[config.mk]
export PLATFORM = sky130hd
export DESIGN_NAME = seg_scan_decoder_flat
export DESIGN_NICKNAME = d
export VERILOG_FILES = /design/src/rtl/seg_scan_if.sv /design/src/rtl/seg_scan_decoder.sv /design/src/flat_wrapper.sv
export SDC_FILE = /design/constraint.sdc
export NUM_CORES = 1
export LEC_CHECK = 0
export BUFFER_PORTS_ARGS = -buffer_cell sky130_fd_sc_hd__buf_2
export CELL_PAD_IN_SITES_DETAIL_PLACEMENT = 0
export CELL_PAD_IN_SITES_GLOBAL_PLACEMENT = 1
export CORE_MARGIN = 2
export CORE_UTILIZATION = 43
export CTS_CLUSTER_SIZE = 8
export DETAILED_ROUTE_END_ITERATION = 8
export GPL_ROUTABILITY_DRIVEN = 0
export PLACE_DENSITY_LB_ADDON = 0.1
export SLEW_MARGIN = 5
export SYNTH_ARGS = -nofsm -noshare
export SYNTH_HDL_FRONTEND = slang
export SYNTH_SLANG_ARGS = --single-unit
[constraint.sdc]
create_clock -name clk -period 3.8 [get_ports clk]
set_clock_uncertainty 0.1 [all_clocks]
set_input_delay 0.57 -clock clk [delete_from_list [all_inputs] [get_ports clk]]
set_output_delay 0.57 -clock clk [all_outputs]
set_load 0.01 [all_outputs]
[src/rtl/seg_scan_if.sv]
// Bus between a multiplexed seven-segment driver (master) and the scan decoder (slave):
// the active-low segment/anode lines plus the decoded per-digit results.
interface seg_scan_if #(
    parameter int NUM_DIGITS = 4,
    parameter int IDX_W      = 2
);
    logic [6:0]              seg_n;
    logic [NUM_DIGITS-1:0]   an_n;
    logic [4*NUM_DIGITS-1:0] digits;
    logic [NUM_DIGITS-1:0]   digit_valid;
    logic [NUM_DIGITS-1:0]   digit_blank;
    logic [NUM_DIGITS-1:0]   digit_err;
    logic                    update;
    logic [IDX_W-1:0]        update_idx;
    logic                    frame_done;
    logic                    sel_err;

    modport master (
        output seg_n, an_n,
        input  digits, digit_valid, digit_blank, digit_err,
        input  update, update_idx, frame_done, sel_err
    );

    modport slave (
        input  seg_n, an_n,
        output digits, digit_valid, digit_blank, digit_err,
        output update, update_idx, frame_done, sel_err
    );
endinterface

[src/rtl/seg_scan_decoder.sv]
// Reconstructs the decimal value of each digit on a time-multiplexed, active-low
// seven-segment bus once a segment/anode pair has been stable for STABLE_CYCLES samples.
module seg_scan_decoder #(
    parameter int NUM_DIGITS    = 4,
    parameter int IDX_W         = 2,
    parameter int STABLE_CYCLES = 4
) (
    input  logic       clk,
    input  logic       rst,
    seg_scan_if.slave  bus
);
    localparam logic [7:0] STABLE_LAST = 8'(STABLE_CYCLES - 1);
    localparam logic [NUM_DIGITS-1:0] ALL_SEEN = {NUM_DIGITS{1'b1}};

    typedef enum logic [1:0] {
        S_IDLE  = 2'd0,
        S_TRACK = 2'd1,
        S_HOLD  = 2'd2
    } state_t;

    // Packs {bcd[3:0], valid, blank, err}; exactly one flag is ever set.
    function automatic logic [6:0] decode_seg(input logic [6:0] seg);
        case (seg)
            7'h40:   decode_seg = {4'd0, 3'b100};
            7'h79:   decode_seg = {4'd1, 3'b100};
            7'h24:   decode_seg = {4'd2, 3'b100};
            7'h30:   decode_seg = {4'd3, 3'b100};
            7'h19:   decode_seg = {4'd4, 3'b100};
            7'h12:   decode_seg = {4'd5, 3'b100};
            7'h02:   decode_seg = {4'd6, 3'b100};
            7'h78:   decode_seg = {4'd7, 3'b100};
            7'h00:   decode_seg = {4'd8, 3'b100};
            7'h10:   decode_seg = {4'd9, 3'b100};
            7'h7F:   decode_seg = {4'hF, 3'b010};
            default: decode_seg = {4'hF, 3'b001};
        endcase
    endfunction

    logic [6:0]              r_seg_q, r_seg_prev;
    logic [NUM_DIGITS-1:0]   r_an_q, r_an_prev;
    state_t                  r_state, w_state_next;
    logic [7:0]              r_cnt, w_cnt_next;
    logic                    w_capture;
    logic [NUM_DIGITS-1:0]   r_seen, w_seen_next;
    logic [4*NUM_DIGITS-1:0] r_digits;
    logic [NUM_DIGITS-1:0]   r_valid, r_blank, r_err;
    logic                    r_update, r_frame_done, r_sel_err, r_illegal_prev;
    logic [IDX_W-1:0]        r_update_idx, w_idx;
    logic [3:0]              w_low_cnt;
    logic                    w_legal, w_illegal, w_changed;
    logic [6:0]              w_dec;

    // Select decode: count low anode bits and remember the position of the last one.
    always_comb begin
        w_low_cnt = 4'd0;
        w_idx     = '0;
        for (int i = 0; i < NUM_DIGITS; i++) begin
            if (!r_an_q[i]) begin
                w_low_cnt = w_low_cnt + 4'd1;
                w_idx     = IDX_W'(i);
            end else begin
                w_low_cnt = w_low_cnt;
            end
        end
        w_legal     = (w_low_cnt == 4'd1);
        w_illegal   = (w_low_cnt > 4'd1);
        w_changed   = (r_seg_q != r_seg_prev) || (r_an_q != r_an_prev);
        w_dec       = decode_seg(r_seg_q);
        w_seen_next = r_seen | (NUM_DIGITS'(1) << w_idx);
    end

    // Input stage plus the previous sample used for change detection.
    always_ff @(posedge clk) begin
        if (rst) begin
            r_seg_q    <= 7'h7F;
            r_an_q     <= {NUM_DIGITS{1'b1}};
            r_seg_prev <= 7'h7F;
            r_an_prev  <= {NUM_DIGITS{1'b1}};
        end else begin
            r_seg_q    <= bus.seg_n;
            r_an_q     <= bus.an_n;
            r_seg_prev <= r_seg_q;
            r_an_prev  <= r_an_q;
        end
    end

    // FSM state and stability counter registers.
    always_ff @(posedge clk) begin
        if (rst) begin
            r_state <= S_IDLE;
            r_cnt   <= 8'd0;
        end else begin
            r_state <= w_state_next;
            r_cnt   <= w_cnt_next;
        end
    end

    // Next-state logic; a pair change always wins over a pending capture.
    always_comb begin
        w_state_next = r_state;
        case (r_state)
            S_IDLE: begin
                if (w_legal) w_state_next = S_TRACK;
                else         w_state_next = S_IDLE;
            end
            S_TRACK: begin
                if (!w_legal)                  w_state_next = S_IDLE;
                else if (w_changed)            w_state_next = S_TRACK;
                else if (r_cnt == STABLE_LAST) w_state_next = S_HOLD;
                else                           w_state_next = S_TRACK;
            end
            S_HOLD: begin
                if (!w_legal)       w_state_next = S_IDLE;
                else if (w_changed) w_state_next = S_TRACK;
                else                w_state_next = S_HOLD;
            end
            default: w_state_next = S_IDLE;
        endcase
    end

    // Counter update and capture strobe.
    always_comb begin
        w_cnt_next = r_cnt;
        w_capture  = 1'b0;
        case (r_state)
            S_IDLE: begin
                if (w_legal) w_cnt_next = 8'd1;
                else         w_cnt_next = 8'd0;
            end
            S_TRACK: begin
                if (!w_legal) begin
                    w_cnt_next = 8'd0;
                end else if (w_changed) begin
                    w_cnt_next = 8'd1;
                end else if (r_cnt == STABLE_LAST) begin
                    w_cnt_next = r_cnt + 8'd1;
                    w_capture  = 1'b1;
                end else begin
                    w_cnt_next = r_cnt + 8'd1;
                end
            end
            S_HOLD: begin
                if (!w_legal)       w_cnt_next = 8'd0;
                else if (w_changed) w_cnt_next = 8'd1;
                else                w_cnt_next = r_cnt;
            end
            default: w_cnt_next = 8'd0;
        endcase
    end

    // Captured digit storage, frame tracking and status pulses.
    always_ff @(posedge clk) begin
        if (rst) begin
            r_digits       <= {NUM_DIGITS{4'hF}};
            r_valid        <= '0;
            r_blank        <= '0;
            r_err          <= '0;
            r_update       <= 1'b0;
            r_update_idx   <= '0;
            r_frame_done   <= 1'b0;
            r_seen         <= '0;
            r_sel_err      <= 1'b0;
            r_illegal_prev <= 1'b0;
        end else begin
            r_update       <= w_capture;
            r_sel_err      <= w_illegal && !r_illegal_prev;
            r_illegal_prev <= w_illegal;
            r_frame_done   <= 1'b0;
            if (w_capture) begin
                r_digits[{w_idx, 2'b00} +: 4] <= w_dec[6:3];
                r_valid[w_idx] <= w_dec[2];
                r_blank[w_idx] <= w_dec[1];
                r_err[w_idx]   <= w_dec[0];
                r_update_idx   <= w_idx;
                // The completing capture starts the next frame empty.
                if (w_seen_next == ALL_SEEN) begin
                    r_frame_done <= 1'b1;
                    r_seen       <= '0;
                end else begin
                    r_seen       <= w_seen_next;
                end
            end else begin
                r_update_idx <= r_update_idx;
            end
        end
    end

    assign bus.digits      = r_digits;
    assign bus.digit_valid = r_valid;
    assign bus.digit_blank = r_blank;
    assign bus.digit_err   = r_err;
    assign bus.update      = r_update;
    assign bus.update_idx  = r_update_idx;
    assign bus.frame_done  = r_frame_done;
    assign bus.sel_err     = r_sel_err;
endmodule

[src/flat_wrapper.sv]
// flat-port wrapper written by rule: the top's interface ports become plain ports
module seg_scan_decoder_flat 
#(
    parameter int NUM_DIGITS    = 4,
    parameter int IDX_W         = 2,
    parameter int STABLE_CYCLES = 4
)
  (clk, rst, bus_seg_n, bus_an_n, bus_digits, bus_digit_valid, bus_digit_blank, bus_digit_err, bus_update, bus_update_idx, bus_frame_done, bus_sel_err);
  seg_scan_if #(.NUM_DIGITS(NUM_DIGITS), .IDX_W(IDX_W)) bus_i ();
  input  logic clk;
  input  logic rst;
  input wire logic [$bits(bus_i.seg_n)-1:0] bus_seg_n;
  input wire logic [$bits(bus_i.an_n)-1:0] bus_an_n;
  output wire logic [$bits(bus_i.digits)-1:0] bus_digits;
  output wire logic [$bits(bus_i.digit_valid)-1:0] bus_digit_valid;
  output wire logic [$bits(bus_i.digit_blank)-1:0] bus_digit_blank;
  output wire logic [$bits(bus_i.digit_err)-1:0] bus_digit_err;
  output wire logic [$bits(bus_i.update)-1:0] bus_update;
  output wire logic [$bits(bus_i.update_idx)-1:0] bus_update_idx;
  output wire logic [$bits(bus_i.frame_done)-1:0] bus_frame_done;
  output wire logic [$bits(bus_i.sel_err)-1:0] bus_sel_err;
  assign bus_i.seg_n = bus_seg_n;
  assign bus_i.an_n = bus_an_n;
  assign bus_digits = bus_i.digits;
  assign bus_digit_valid = bus_i.digit_valid;
  assign bus_digit_blank = bus_i.digit_blank;
  assign bus_digit_err = bus_i.digit_err;
  assign bus_update = bus_i.update;
  assign bus_update_idx = bus_i.update_idx;
  assign bus_frame_done = bus_i.frame_done;
  assign bus_sel_err = bus_i.sel_err;
  seg_scan_decoder #(.NUM_DIGITS(NUM_DIGITS), .IDX_W(IDX_W), .STABLE_CYCLES(STABLE_CYCLES)) u_core (.clk(clk), .rst(rst), .bus(bus_i));
endmodule
# Word-level counts from Yosys, hierarchy flattened
# Index checks and enable logic that the tools add are counted.
[op_classes]
n_shift = 3
n_eq_ne = 18
magnitude_cmp = 3
n_reduce_logical = 7
add_sub_neg = 5
muxes = 33
n_bitwise = 2
[op_table]
columns = ["cell", "count"]
rows = [
  ["$pmux 7 s11", 1],
  ["$mux 8", 4],
  ["$eq 7x7->1 const B", 4],
  ["$pmux 8 s3", 1],
  ["$eq 7x5->1 const B", 3],
  ["$bwmux 16", 1],
  ["$mux 4", 4],
  ["$shift 4x6->16 const A", 1],
  ["$shiftx 4x6->16", 1],
  ["$eq 7x6->1 const B", 2],
  ["$mux 2", 7],
  ["$bwmux 4", 3],
  ["$mux 1", 10],
  ["$add 4x1->4 const B", 2],
  ["$add 8x1->8 const B", 1],
  ["$eq 8x2->1 const B", 1],
  ["$eq 7x2->1 const B", 1],
  ["$logic_not 7->1", 1],
  ["$ne 7x7->1", 1],
  ["$neg 4->6", 1],
  ["$pmux 2 s3", 1],
  ["$eq 4x1->1 const B", 1],
  ["$eq 4x4->1 const B", 1],
  ["$gt 4x1->1 const B", 1],
  ["other kinds (16)", 17],
]
[word_totals]
regBits = 70
elab_cells = 87

# Depth between registers and ports, before layout
[logic_depth]
ltp_word = 12
ltp_mapped = 12
mapped_depth_nobuf = 10

# Worst setup path before layout
# No wires, ideal clock.
[synth_timing]
kind = "reg2reg"
from = "reg u_core.r_an_q[1]"
to = "reg u_core.r_digits[0], in the netlist u_core.bus.digits[0]"
slack_ps = 467
stages_incl_launch_ff = 11
arrival_time_ps = 3096
synth_period_minus_slack_ps = 3333
cell_sequence = "dfxtp_1 -> clkbuf_1 -> inv_1 -> ha_1 -> xnor2_1 -> ha_1 -> a222oi_1 -> nand3_2 -> a211oi_2 -> nand4_1 -> mux2i_1"
[synth_via]
elab_chain_cells = 8
elab_cells_between_ends = 18
[synth_rtl]
columns = ["element", "line", "text"]
rows = [
  ["start: declaration", "seg_scan_decoder.sv:40", "logic [NUM_DIGITS-1:0] r_an_q, r_an_prev;"],
  ["start signal: assignment", "seg_scan_decoder.sv:76", "r_an_q <= {NUM_DIGITS{1'b1}};"],
  ["start signal: assignment", "seg_scan_decoder.sv:81", "r_an_q <= bus.an_n;"],
  ["$mux 4", "seg_scan_decoder.sv:58", "if (!r_an_q[i]) begin"],
  ["$add 4x1->4", "seg_scan_decoder.sv:59", "w_low_cnt = w_low_cnt + 4'd1;"],
  ["$mux 4", "seg_scan_decoder.sv:58", ""],
  ["$add 4x1->4", "seg_scan_decoder.sv:59", ""],
  ["$mux 4", "seg_scan_decoder.sv:58", ""],
  ["$eq 4x1->1", "seg_scan_decoder.sv:65", "w_legal = (w_low_cnt == 4'd1);"],
  ["$mux 1", "seg_scan_decoder.sv:131", "if (!w_legal) begin"],
  ["$mux 1", "seg_scan_decoder.sv:125", "case (r_state)"],
  ["end signal: assignment", "seg_scan_decoder.sv:154", "r_digits <= {NUM_DIGITS{4'hF}};"],
  ["end signal: indexed assignment", "seg_scan_decoder.sv:170", "r_digits[{w_idx, 2'b00} +: 4] <= w_dec[6:3];"],
  ["end: declaration", "seg_scan_decoder.sv:45", "logic [4*NUM_DIGITS-1:0] r_digits;"],
]
# Parallel ways exist; a longest one is shown, timed or not.
# A chain may end at the register's enable or synchronous reset.

# Final worst setup path
[layout_timing]
from = "reg u_core.r_an_q[0]"
to = "reg u_core.r_blank[1], in the netlist u_core.bus.digit_blank[1]"
[layout_via]
elab_chain_cells = 10
elab_cells_between_ends = 13
[layout_rtl]
columns = ["element", "line", "text"]
rows = [
  ["$mux 1", "seg_scan_decoder.sv:58", ""],
  ["$add 1x1->2", "seg_scan_decoder.sv:59", ""],
  ["$mux 4", "seg_scan_decoder.sv:58", ""],
  ["$add 4x1->4", "seg_scan_decoder.sv:59", ""],
  ["$mux 4", "seg_scan_decoder.sv:58", ""],
  ["$add 4x1->4", "seg_scan_decoder.sv:59", ""],
  ["$mux 4", "seg_scan_decoder.sv:58", ""],
  ["$eq 4x1->1", "seg_scan_decoder.sv:65", ""],
  ["$mux 1 (*)", "seg_scan_decoder.sv:131", ""],
  ["$mux 1 (*)", "seg_scan_decoder.sv:125", ""],
  ["end signal: indexed assignment", "seg_scan_decoder.sv:172", "r_blank[w_idx] <= w_dec[1];"],
  ["end: declaration", "seg_scan_decoder.sv:46", "logic [NUM_DIGITS-1:0] r_valid, r_blank, r_err;"],
]
# Mark *: on every way between the ends. The rest lies on a longest branch, timed or not.

==> results by group <==
Power
  • Static leakage: 1.42 nW
  • Cell Pwr Density: 439 nW/µm²
  • VDD IR max: 0.233 mV

Routing
  • Vias per inst: 5.19
  • Starting DRT DRC Count: 97
  • Drt first pass iters: 4
  • Final wirelength: 6.47 mm
  • Vias: 2,440
  • ANT nets after route: 0
  • # DRC: 0
  • Routed len/inst: 13.8 µm

Placement
  • DP HPWL: 4.53 mm
  • PortBufs: 45

Timing
  • F_max: 291 MHz
  • Post-Route Setup TNS: 0 ns
  • Setup violators final: 0
  • Period utilisation layout: 90.3%
  • Fin. max-slew vios: 0
  • Measured slew at the worst slew-check pin: 0.626 ns
  • Final min period: 3.43 ns
  • Final Hold Vio Count: 0
  • Min Hold Slack: 0.286 ns
  • Relative slew slack: 58.0%
  • RSZ-0062 raised after global routing: no

GRT
  • Antenna violations before repair: 0
  • GRT Residual Overflow: 0
  • Vias in the first global route: 2,239
  • Largest net degree at the start of global routing: 55
  • First-pass GRT wire length: 10.7 mm
  • GRT Util Overall: 17.8%

Min path
  • Hold Path Depth: 1
  • Hold Path End: u_core.bus.sel_err
  • Worst min path class: flop to flop
  • Hold Crit Start: u_core.r_illegal_prev

Synthesis
  • Synthesized area: 3060 µm²
  • Sequential cell area fraction in the yosys report: 45.8%
  • Synth Warn #: 0
  • EDFF count, synth: 0
  • Top_reg_cell synth: dfxtp_1
  • Syn_area_per_cell: 9.39 µm²
  • Syn Inst Count: 326
  • Synth cell types: 46
  • Fraction of registers with async set/reset: 0%
  • Flops & latches, synth: 70
  • Net Count, Synth: 345

Clock network
  • CTS tree: yes
  • Max H-tree Level: 3
  • Clock root buffer: clkbuf_8
  • Hold-fix buffers, CTS: 0
  • Worst-skew pair later-pin latency: 0.34 ns
  • CTS Buf Count: 9
  • Reg clk slew, reported paths: 0.08 ns
  • Sink Count: 70
  • Post-CTS sizing: 0
  • Post-CTS Setup Inserts: 0
  • Clock tree buffer depth: 2

Layout
  • Fraction of layout cells with a size suffix above 1: 26.5%
  • Layout area overhead: 18.3%
  • Final core utilization: 53.0%
  • # diodes: 0
  • Nets: 388

Critical path
  • Critical path startpoint category: flop
  • Critical Path RT: 3.92 ns
  • Crit-path max FO: 7
  • Crit. End Element: flop
  • R2R setup slack: 0.37 ns
  • R2r worst-path depth: 9
  • Class of the most critical setup path: flop to flop
  • CP arrival: 3.56 ns
  • R2r endpoint: u_core.bus.digit_blank[1]
  • R2R Path Start: u_core.r_an_q[0]

Floorplanning
  • Core outline area: 6830 µm²
  • Num rows: 30
  • Die Height: 88.4 µm
  • Top Ports: 46
  • Die Area: 7810 µm²
  • Die Width: 88.4 µm
  • Initial Utilization: 44.8%

Run status
  • Status: complete, no violations

Flow run
  • Max capacitance violation total: 0
## layout make-up
class	count	area, µm²
Clock buffer	9	124
Clock inverter	7	121
Fill cell	680	3210
Inverter	10	37.5
Multi-Input combinational cell	228	1550
Sequential cell	70	1400
Tap cell	96	120
Timing Repair Buffer	50	263
## critical path, cell delays in order, from the launching register on
cell and delay (ns):
dfxtp_1 0.42, inv_1 0.09, ha_1 0.33, xnor2_1 0.19, ha_1 0.24, a222oi_1 0.58, nand3_2 0.34, a2111oi_4 0.70
mux2i_1 0.28, nor2_1 0.05
## per-stage QoR
stage | worst slack (ns) | area [µm²] | cells | power, mW
floorplan | 0.467 | 3060 | 326 | 0.857
global placement | 0.517 | 3370 | 454 | 0.883
detailed placement | 0.398 | 3370 | 454 | 0.884
CTS | 0.354 | 3620 | 470 | 1.61
global route | 0.0748 | 3620 | 470 | 1.66
finish | 0.367 | 3620 | 470 | 1.59
## registers in the layout, indices dropped and copies added, names as in the netlist, 7 cells and up
register           cells
u_core.bus.digits     16
u_core.r_cnt           8
u_core.r_seg_prev      7
u_core.r_seg_q         7
## where the power goes
group | internal, mW | total [mW] | switching, mW | leakage [nW]
sequential | 0.748 | 0.770 | 0.0218 | 0.571
combinational | 0.0400 | 0.0967 | 0.0567 | 0.742
clock | 0.438 | 0.724 | 0.286 | 0.112
total | 1.23 | 1.59 | 0.365 | 1.42
## synth_stat cells (all sizes together) (3+ instances only)
| cell type | count | area (µm²) |
|---|---|---|
| o21ai | 13 | 68.8 |
| nand4 | 4 | 25.0 |
| a211oi | 5 | 47.5 |
| xor2 | 13 | 114 |
| or2 | 24 | 150 |
| a2111oi | 3 | 82.6 |
| o21a | 5 | 37.5 |
| nor2 | 31 | 116 |
| mux2i | 20 | 200 |
| nand2b | 4 | 25.0 |
| dfxtp | 70 | 1400 |
| inv | 10 | 37.5 |
| nor4 | 4 | 37.5 |
| nor2b | 6 | 37.5 |
| ha | 6 | 75.1 |
| a21oi | 21 | 105 |
| clkbuf | 17 | 63.8 |
| and3 | 4 | 25.0 |
| nor3 | 18 | 90.1 |
| nand2 | 8 | 30.0 |
| nand3 | 10 | 55.1 |
| or3 | 5 | 31.3 |
## worst max-delay path by stage
stage	slack (ns)	cells after the start	to	from
floorplan	0.47	10	u_core.bus.digits[0]	u_core.r_an_q[1]
global placement	0.52	9	u_core.bus.digit_blank[1]	u_core.r_an_q[0]
detailed placement	0.40	9	u_core.bus.digit_err[1]	u_core.r_an_q[0]
CTS	0.35	9	u_core.bus.digit_blank[1]	u_core.r_an_q[0]
global route	0.07	9	u_core.bus.digit_blank[1]	u_core.r_an_q[0]
finish	0.37	9	u_core.bus.digit_blank[1]	u_core.r_an_q[0]
## placed cells by master, fill, tap and decap left out, types with 3 or more instances in the layout
cell type    n
and3_1       4
nor2_1      31
buf_4        5
dfxtp_1     70
nand2b_1     4
or2_2       24
ha_1         6
nor3_1      18
buf_2       45
nand3_1      9
nand4_1      4
clkinvlp_4   3
bufinv_16    3
a21oi_1     21
clkbuf_8     9
nor2b_1      6
o21ai_0     12
mux2i_1     20
xor2_1      13
nand2_1      8
or3_1        5
a211oi_1     3
a2111oi_4    3
o21a_1       5
inv_1       10
## cells by family after synthesis
kind of cell	count (synthesis)	share of synthesized area, %
AO/OA/AOI/OAI	61	14.9
XOR/XNOR	14	4.01
adder cells (fa/ha/maj)	6	2.45
buffers and inverters	28	3.47
flip-flops	70	45.8
multiplexers	21	6.91
AND/OR/NAND/NOR	126	22.4
## per-layer routing
| metal | vias up | GRT usage (%) | share of wire (%) |
|---|---|---|---|
| met5 | - | 0 | 0 |
| met4 | 0 | 7.44 | 2.6 |
| met3 | 15 | 5.88 | 5.2 |
| met2 | 67 | 26.8 | 45 |
| met1 | 1130 | 23.6 | 47 |
| li1 | 1228 | - | - |
Note: power is estimated with default switching activity, not from simulation.
